**src/rtl/rdid_lcd_display.sv**
```systemverilog
// rdid_lcd_display: shows the three JEDEC RDID bytes as "ID: MM TT CC" on
// line 1 of an HD44780 16x2 LCD driven over a write-only 4-bit bus.
// Runs the LCD power-up init once after reset, then rewrites the line on
// every id_valid. An id_valid that arrives while busy is held in a 1-deep
// pending slot (newest wins) and serviced when the block next goes idle.
// Ports:
//   clk, reset (async, active-low)
//   id_valid, manufacture_id[7:0], memory_type[7:0], memory_capacity[7:0]
//   LCD_D[3:0], LCD_E, LCD_RS, LCD_RW (always 0), busy
module rdid_lcd_display #(
    parameter int unsigned POWERUP_CYCLES = 750000,
    parameter int unsigned E_PULSE        = 12,
    parameter int unsigned NIBBLE_GAP     = 50,
    parameter int unsigned CMD_WAIT       = 2000,
    parameter int unsigned CLEAR_WAIT     = 82000
) (
    input  logic       clk,
    input  logic       reset,
    input  logic       id_valid,
    input  logic [7:0] manufacture_id,
    input  logic [7:0] memory_type,
    input  logic [7:0] memory_capacity,
    output logic [3:0] LCD_D,
    output logic       LCD_E,
    output logic       LCD_RS,
    output logic       LCD_RW,
    output logic       busy
);

    localparam int unsigned CNT_MAX = POWERUP_CYCLES + CLEAR_WAIT + CMD_WAIT
                                    + NIBBLE_GAP + E_PULSE;
    localparam int unsigned CNT_W   = $clog2(CNT_MAX + 1);

    typedef enum logic [1:0] {ST_PWRUP, ST_INIT, ST_IDLE, ST_LINE} state_t;
    typedef enum logic [1:0] {PH_SETUP, PH_E, PH_WAIT} phase_t;

    state_t             r_state;
    phase_t             r_ph;
    logic [CNT_W-1:0]   r_cnt;
    logic [3:0]         r_idx;
    logic               r_lower;
    logic [7:0]         r_m, r_t, r_c;
    logic               r_pend;
    logic [7:0]         r_pm, r_pt, r_pc;

    logic [7:0]         w_cur_byte;
    logic [7:0]         w_nxt_byte;
    logic [3:0]         w_nxt_idx;
    logic [3:0]         w_nxt_nib;
    logic               w_single;
    logic               w_last;
    logic [CNT_W-1:0]   w_wait;

    function automatic logic [7:0] hex_ascii(input logic [3:0] n);
        return (n < 4'd10) ? (8'h30 + {4'h0, n}) : (8'h37 + {4'h0, n});
    endfunction

    // Byte for step idx: init sequence (first four are single nibbles in [3:0]) or line text
    function automatic logic [7:0] item_byte(input logic is_init, input logic [3:0] idx,
                                             input logic [7:0] m, input logic [7:0] t,
                                             input logic [7:0] c);
        logic [7:0] b;
        b = 8'h20;
        if (is_init) begin
            case (idx)
                4'd0, 4'd1, 4'd2: b = 8'h03;
                4'd3:             b = 8'h02;
                4'd4:             b = 8'h28;
                4'd5:             b = 8'h06;
                4'd6:             b = 8'h0C;
                default:          b = 8'h01;
            endcase
        end else begin
            case (idx)
                4'd0:    b = 8'h80;
                4'd1:    b = 8'h49;
                4'd2:    b = 8'h44;
                4'd3:    b = 8'h3A;
                4'd5:    b = hex_ascii(m[7:4]);
                4'd6:    b = hex_ascii(m[3:0]);
                4'd8:    b = hex_ascii(t[7:4]);
                4'd9:    b = hex_ascii(t[3:0]);
                4'd11:   b = hex_ascii(c[7:4]);
                4'd12:   b = hex_ascii(c[3:0]);
                default: b = 8'h20;
            endcase
        end
        return b;
    endfunction

    // Current/next step decode and the wait that follows the current nibble
    always_comb begin
        w_cur_byte = item_byte(r_state == ST_INIT, r_idx, r_m, r_t, r_c);
        w_nxt_idx  = r_idx + 4'd1;
        w_nxt_byte = item_byte(r_state == ST_INIT, w_nxt_idx, r_m, r_t, r_c);
        w_single   = (r_state == ST_INIT) && (r_idx < 4'd4);
        w_last     = (r_state == ST_INIT) ? (r_idx == 4'd7) : (r_idx == 4'd12);
        w_nxt_nib  = ((r_state == ST_INIT) && (w_nxt_idx < 4'd4)) ? w_nxt_byte[3:0]
                                                                    : w_nxt_byte[7:4];
        w_wait     = CNT_W'(NIBBLE_GAP - 1);
        if (w_single || r_lower) begin
            w_wait = ((r_state == ST_INIT) && (r_idx == 4'd7)) ? CNT_W'(CLEAR_WAIT - 1)
                                                                 : CNT_W'(CMD_WAIT - 1);
        end
    end

    assign LCD_RW = 1'b0;

    // Sequencer: top-level state plus per-nibble setup / E-high / wait phases
    always_ff @(posedge clk or negedge reset) begin
        if (!reset) begin
            r_state <= ST_PWRUP;
            r_ph    <= PH_SETUP;
            r_cnt   <= CNT_W'(POWERUP_CYCLES - 1);
            r_idx   <= 4'd0;
            r_lower <= 1'b0;
            r_m     <= 8'h00;
            r_t     <= 8'h00;
            r_c     <= 8'h00;
            r_pend  <= 1'b0;
            r_pm    <= 8'h00;
            r_pt    <= 8'h00;
            r_pc    <= 8'h00;
            LCD_D   <= 4'h0;
            LCD_E   <= 1'b0;
            LCD_RS  <= 1'b0;
            busy    <= 1'b1;
        end else begin
            // Any request outside IDLE parks in the pending slot; later ones overwrite
            if (id_valid && (r_state != ST_IDLE)) begin
                r_pend <= 1'b1;
                r_pm   <= manufacture_id;
                r_pt   <= memory_type;
                r_pc   <= memory_capacity;
            end
            case (r_state)
                ST_PWRUP: begin
                    if (r_cnt == '0) begin
                        r_state <= ST_INIT;
                        r_idx   <= 4'd0;
                        r_lower <= 1'b0;
                        r_ph    <= PH_SETUP;
                        LCD_D   <= 4'h3;
                        LCD_RS  <= 1'b0;
                    end else begin
                        r_cnt <= r_cnt - 1'b1;
                    end
                end
                ST_IDLE: begin
                    if (id_valid || r_pend) begin
                        // A fresh id_valid is newer than anything pending
                        r_m     <= id_valid ? manufacture_id  : r_pm;
                        r_t     <= id_valid ? memory_type     : r_pt;
                        r_c     <= id_valid ? memory_capacity : r_pc;
                        r_pend  <= 1'b0;
                        busy    <= 1'b1;
                        r_state <= ST_LINE;
                        r_idx   <= 4'd0;
                        r_lower <= 1'b0;
                        r_ph    <= PH_SETUP;
                        LCD_D   <= 4'h8;
                        LCD_RS  <= 1'b0;
                    end
                end
                default: begin
                    case (r_ph)
                        PH_SETUP: begin
                            LCD_E <= 1'b1;
                            r_ph  <= PH_E;
                            r_cnt <= CNT_W'(E_PULSE - 1);
                        end
                        PH_E: begin
                            if (r_cnt == '0) begin
                                LCD_E <= 1'b0;
                                r_ph  <= PH_WAIT;
                                r_cnt <= w_wait;
                            end else begin
                                r_cnt <= r_cnt - 1'b1;
                            end
                        end
                        default: begin
                            if (r_cnt != '0) begin
                                r_cnt <= r_cnt - 1'b1;
                            end else if (!w_single && !r_lower) begin
                                r_lower <= 1'b1;
                                r_ph    <= PH_SETUP;
                                LCD_D   <= w_cur_byte[3:0];
                            end else if (w_last) begin
                                r_state <= ST_IDLE;
                                r_lower <= 1'b0;
                                busy    <= 1'b0;
                            end else begin
                                r_idx   <= w_nxt_idx;
                                r_lower <= 1'b0;
                                r_ph    <= PH_SETUP;
                                LCD_D   <= w_nxt_nib;
                                LCD_RS  <= (r_state == ST_LINE);
                            end
                        end
                    endcase
                end
            endcase
        end
    end

endmodule
```
**config.mk**
```make
export PLATFORM = sky130hd
export DESIGN_NAME = rdid_lcd_display
export DESIGN_NICKNAME = d
export VERILOG_FILES = /design/src/rtl/rdid_lcd_display.sv
export SDC_FILE = /design/constraint.sdc
export NUM_CORES = 1
export LEC_CHECK = 0
export ABC_CLOCK_PERIOD_IN_PS = 1970
export CAP_MARGIN = 10
export CORE_ASPECT_RATIO = 1.75
export CORE_MARGIN = 4
export CORE_UTILIZATION = 37
export CTS_BUF_LIST = sky130_fd_sc_hd__clkbuf_2 sky130_fd_sc_hd__clkbuf_4 sky130_fd_sc_hd__clkbuf_8
export CTS_CLUSTER_DIAMETER = 40
export DETAILED_ROUTE_END_ITERATION = 8
export DONT_BUFFER_PORTS = 1
export PLACE_DENSITY = 0.49
export SETUP_SLACK_MARGIN = 0.3
export SYNTH_ARGS = -nofsm -noshare
export SYNTH_HDL_FRONTEND = slang
export SYNTH_SLANG_ARGS = --single-unit
export TNS_END_PERCENT = 100
```
**constraint.sdc**
```tcl
create_clock -name clk -period 1.97 [get_ports clk]
set_input_delay 0.197 -clock clk [delete_from_list [all_inputs] [get_ports clk]]
set_output_delay 0.197 -clock clk [all_outputs]
set_load 0.05 [all_outputs]
```
======== After elaboration in Yosys (flattened, before gate mapping) ========
Index checks and enable logic that the tools add are counted.
storage, ports and cells
  bits in registers ....................... 85
  bits of input ports ..................... 27
  word-level logic and storage cells ...... 188
operators by class
  add/sub/neg operators ................... 14
  order comparisons ....................... 8
  equality and inequality tests ........... 41
  multiplexer cells ....................... 74
  bitwise gates (word level) .............. 3
  reductions and logical operators ........ 32
operator list
  cell                     number
  $add A6 B4 Y7 const A    12
  $pmux W20 S2             2
  $pmux W8 S10             1
  $mux W20                 3
  $mux W4                  14
  $mux W7                  6
  $pmux W4 S10             1
  $mux W17                 2
  $eq A4 B4 Y1 const B     8
  $mux W8                  4
  $pmux W6 S5              1
  $eq A4 B3 Y1 const B     7
  $lt A4 B4 Y1 const B     6
  $mux W2                  12
  $logic_not A20 Y1        1
  $pmux W4 S5              1
  $reduce_bool A20 Y1      1
  $sub A20 B1 Y20 const B  1
  $mux W1                  18
  $reduce_and A6 Y1        3
  $eq A4 B2 Y1 const B     4
  $pmux W4 S2              2
  $ne A3 B1 Y1 const B     4
  $pmux W2 S2              3
  other kinds (27)         55

======== Logic depth before layout (Yosys ltp) ========
  depth after elaboration ................. 11
  gate-level depth with buffers ........... 9
  gate-level depth less buffers ........... 8

======== Worst setup path before layout ========
No wires, ideal clock.
  path type ............................... register to register
  start point ............................. reg r_idx[0]
  end point ............................... reg LCD_D[1]
  library setup time ...................... 0.120 ns
  data arrival time ....................... 1.975 ns
  required time ........................... 1.850 ns
  slack ................................... -0.125 ns
  cell stages (with the launch flop) ...... 10
  buffers on the path ..................... 1
  clock period less this slack ............ 2.095 ns
  cell sequence ........................... dfrtp_1 inv_1 ha_1 clkbuf_1 and2_1 a22oi_1 nor2_1 o31ai_1 o21ai_0 and3_1
between the ends
  longest elaborated chain between the ends .. 11
  elaborated cells on any way between the ends .. 47
RTL lines
  item                                  RTL line  source
  start: declaration                    40        logic [3:0] r_idx;
  start signal: assignment              193       r_idx <= w_nxt_idx;
  $add A4 B1 Y4                         94        w_nxt_idx = r_idx + 4'd1;
  $eq A4 B2 Y1 (tied with other cells)  65, 74
  $reduce_or A3 Y1                      65        case (idx)
  $pmux W6 S5                           65
  $mux W8                               64        if (is_init) begin
  $mux W4                               98        w_nxt_nib = ((r_state == ST_INIT) && (w_nxt_idx < 4'd4)) ? w_nxt_byte[3:0]
  $mux W4                               188       end else if (w_last) begin
  $mux W4                               184       end else if (!w_single && !r_lower) begin
  $mux W4                               182       if (r_cnt != '0) begin
  $mux W4                               166       case (r_ph)
  $pmux W4 S2                           136       case (r_state)
  end signal: assignment                187       LCD_D <= w_cur_byte[3:0];
  end signal: assignment                196       LCD_D <= w_nxt_nib;
  end: declaration                      23        output logic [3:0] LCD_D,
Several ways; a longest one is shown, not always the timed one. The select of a mux whose other input is x is not followed.
A chain may end at the register's enable or synchronous reset.

======== Worst setup path in the final report ========
Ends and elaborated chain as after synthesis.

==> flow_summary.json <==
{
  "grt_usage": 0.248,
  "synth_enable_flop_cells": 0,
  "setup_viol": 33,
  "cts_sinks": 85,
  "swShare": 0.245,
  "syn_area_per_cell_um2": 8.91,
  "cts_hold_buffers": 25,
  "synth_flop_cell": "dfrtp_1",
  "relSlewSlack": 0.632,
  "skew_ns": 0.0180,
  "worstSetupStartpointType": "flop",
  "grt_max_degree": 86,
  "ys_seq_area_frac": 0.381,
  "path_class": "reg2reg",
  "synth_async_sr_flop_share": 1.00,
  "worst_setup_path_end_kind": "flop",
  "path_max_fanout": 6,
  "fin_hold_ws_ns": -0.513,
  "drive_gt1_frac": 0.445,
  "grt_setup_unrepaired": "yes",
  "syn_area_um2": 5630,
  "die_area_um2": 17300,
  "antenna_cells": 0,
  "place_area_um2": 7230,
  "antenna_found_initial": 0,
  "portBuffers": 0,
  "power_density_nw_per_um2": 389,
  "intPower_uw": 2540,
  "synth.distinct_cells": 75,
  "fin_crit_ns": 2.21,
  "avgRoutedWirePerCell_um": 20.4,
  "vias": 5696,
  "hold_viol": 85,
  "clk_pin_slew_ns": 0.10,
  "fmax_mhz": 453,
  "p_switching_uw": 823,
  "violations": "negative hold slack, negative setup slack",
  "syn_nets": 671,
  "tightest_slew_ns": 0.552,
  "die_w_um": 101,
  "antenna_left": 0,
  "setup_ws_ns": -0.239,
  "design_area_um2": 8640,
  "vias_per_cell": 5.50,
  "pwr-share-comb": 0.056,
  "dp_hpwl_mm": 15.7,
  "hp-class": "in2async",
  "ir_drop_mv": 0.461,
  "slew_viol_final": 0,
  "drc_errors": 0,
  "tns_ns": -4.17,
  "totalWireLength_mm": 21.1,
  "root_buffer": "clkbuf_8",
  "seqPwrFrac": 0.543,
  "drtPass1Iterations": 5,
  "cts_buffers": 9,
  "ios": 35,
  "ys_ff_latch": 85,
  "r2r_start": "r_idx[0]",
  "grt_pass1_wl_mm": 32.2,
  "gr-total-overflow": 0,
  "power.leakage_uw": 0.00368,
  "yosys_warnings": 0,
  "initial_core_util": 0.378,
  "routabilityCongestion": 0.960,
  "cts.htree.levels": 3,
  "status": "complete, but fails checks",
  "crit_arrival_ns": 2.54,
  "min_period_over_period": 1.12,
  "grt_pass1_vias": 6012,
  "dieHeight_um": 171,
  "rows": 59,
  "clock_path_buffers": 2,
  "first_iter_violations": 197,
  "cts_tree": "built",
  "clkLatencyLatePin_ns": 0.39,
  "maxCapViolCount": 0,
  "areaGrowthSynthToFinish_pct": 53.4,
  "core_um2": 14900,
  "netlist_instances": 632,
  "crit_required_ns": 2.30,
  "startpoint": "r_idx[0]",
  "layout.nets": 886,
  "p_clk_frac": 0.401
}
## stage by stage
step / instances / hold slack (ns) / power [uW] / utilization / setup WS (ns)
3_3_place_gp: 960 / -0.0963 / 1970 / 0.485 / -0.569
2_1_floorplan: 632 / -0.0986 / 1970 / - / -0.0741
5_1_grt: 1035 / -0.520 / 3480 / 0.580 / -0.313
6_report: 1035 / -0.513 / 3370 / 0.580 / -0.239
3_5_place_dp: 960 / -0.0965 / 1980 / 0.485 / -0.572
4_1_cts: 1022 / -0.517 / 3390 / 0.561 / -0.208
## flip-flops by register name, indices dropped and copies added (netlist names), 2 cells and up
register  count
r_state       2
r_t           8
r_m           8
LCD_D         4
r_c           8
r_idx         4
r_ph          2
r_cnt        20
r_pc          8
r_pm          8
r_pt          8
## logic make-up after synthesis
group,Yosys count,share of synthesized area
compound gates,202,0.238
xor+xnor,9,0.0140
fa+ha+maj,12,0.0266
buf+inv,66,0.0495
flops,85,0.381
mux,52,0.0979
other cells,1,0.000666
simple gates,205,0.193
## layout by cell type, fill, tap and decap left out, types with 9 or more instances in the layout
cell and instances:
mux2_2 24, o21ai_1 11, a21oi_2 15, nand3_1 13
dfrtp_1 68, dfstp_2 14, buf_6 30, nand2b_1 9
nor2b_1 10, o21ai_0 51, o31ai_1 10, or3_1 10
buf_4 167, nand2_1 54, mux2i_1 27, clkbuf_8 9
nor2_1 31, dlygate4sd3_1 25, inv_1 29, a21oi_1 21
## synthesized netlist by cell type (6+ instances only)
library cell | count | area [um2]
xnor2_1 | 7 | 61.3
a32o_1 | 6 | 60.1
a31oi_1 | 8 | 50.1
o31ai_1 | 12 | 90.1
and3_1 | 6 | 37.5
mux2_2 | 25 | 282
inv_1 | 34 | 128
nor2b_1 | 14 | 87.6
a21oi_1 | 37 | 185
dfrtp_1 | 71 | 1780
ha_1 | 12 | 150
o21ai_0 | 68 | 340
nor2_1 | 37 | 139
nor3_1 | 10 | 50.1
o211ai_1 | 6 | 45.0
clkbuf_1 | 20 | 75.1
nand2b_1 | 10 | 62.6
or3_1 | 10 | 62.6
mux2i_1 | 27 | 270
nand2_1 | 63 | 236
nand3_1 | 15 | 75.1
a21o_1 | 7 | 52.6
dfstp_2 | 14 | 368
## worst max-delay path: stages (launching register included)
cell and delay (ns):
dfrtp_2 0.49, inv_2 0.13, ha_4 0.20, nor2b_4 0.20, o41ai_4 0.09, buf_4 0.15, o21ai_0 0.31, o41ai_4 0.15
buf_4 0.16, o21ai_0 0.11, and3_1 0.15
## final cells by class
cell class,count,area [um2]
clock buffers,10,131
well taps,183,229
repair buffers,235,2120
clock inverters,6,71.3
fillers,1337,6270
flip-flops and latches,85,2150
multi-input cells,482,3810
inverters,34,135
## repair_timing
action,in CTS,in global routing
pin swaps,32,29
resized for setup,112,43
endpoints found under the hold margin,110,85
cloned,4,1
endpoints found under the setup margin,70,84
setup buffers,17,12
## power groups by stage
stage / logic (uW) / clock network (uW) / registers, uW
6_report: 188 / 1350 / 1830
5_1_grt: 204 / 1440 / 1830
4_1_cts: 182 / 1380 / 1830
3_5_place_dp: 116 / 0 / 1860
3_3_place_gp: 113 / 0 / 1860
2_1_floorplan: 113 / 0 / 1860
## routing by layer
layer / vias up / GRT usage / share of wire
li1: 2744 / - / -
met1: 2748 / 0.221 / 0.32
met2: 131 / 0.489 / 0.58
met3: 73 / 0.0304 / 0.023
met4: 0 / 0.180 / 0.079
met5: - / 0 / 0
## final timing paths
check                           endpoint  slack (ns)  cells after the start
worst max register to register  LCD_D[1]       -0.24                     10
worst min register to register    r_c[0]        0.49                      2
worst min-delay path            r_idx[3]       -0.51                      0
min in group clk                  r_c[0]        0.02                      2
worst max-delay path            LCD_D[1]       -0.24                     10
max in group asynchronous           busy        2.24                      0
No activity file was read; power rests on OpenSTA's default activity.
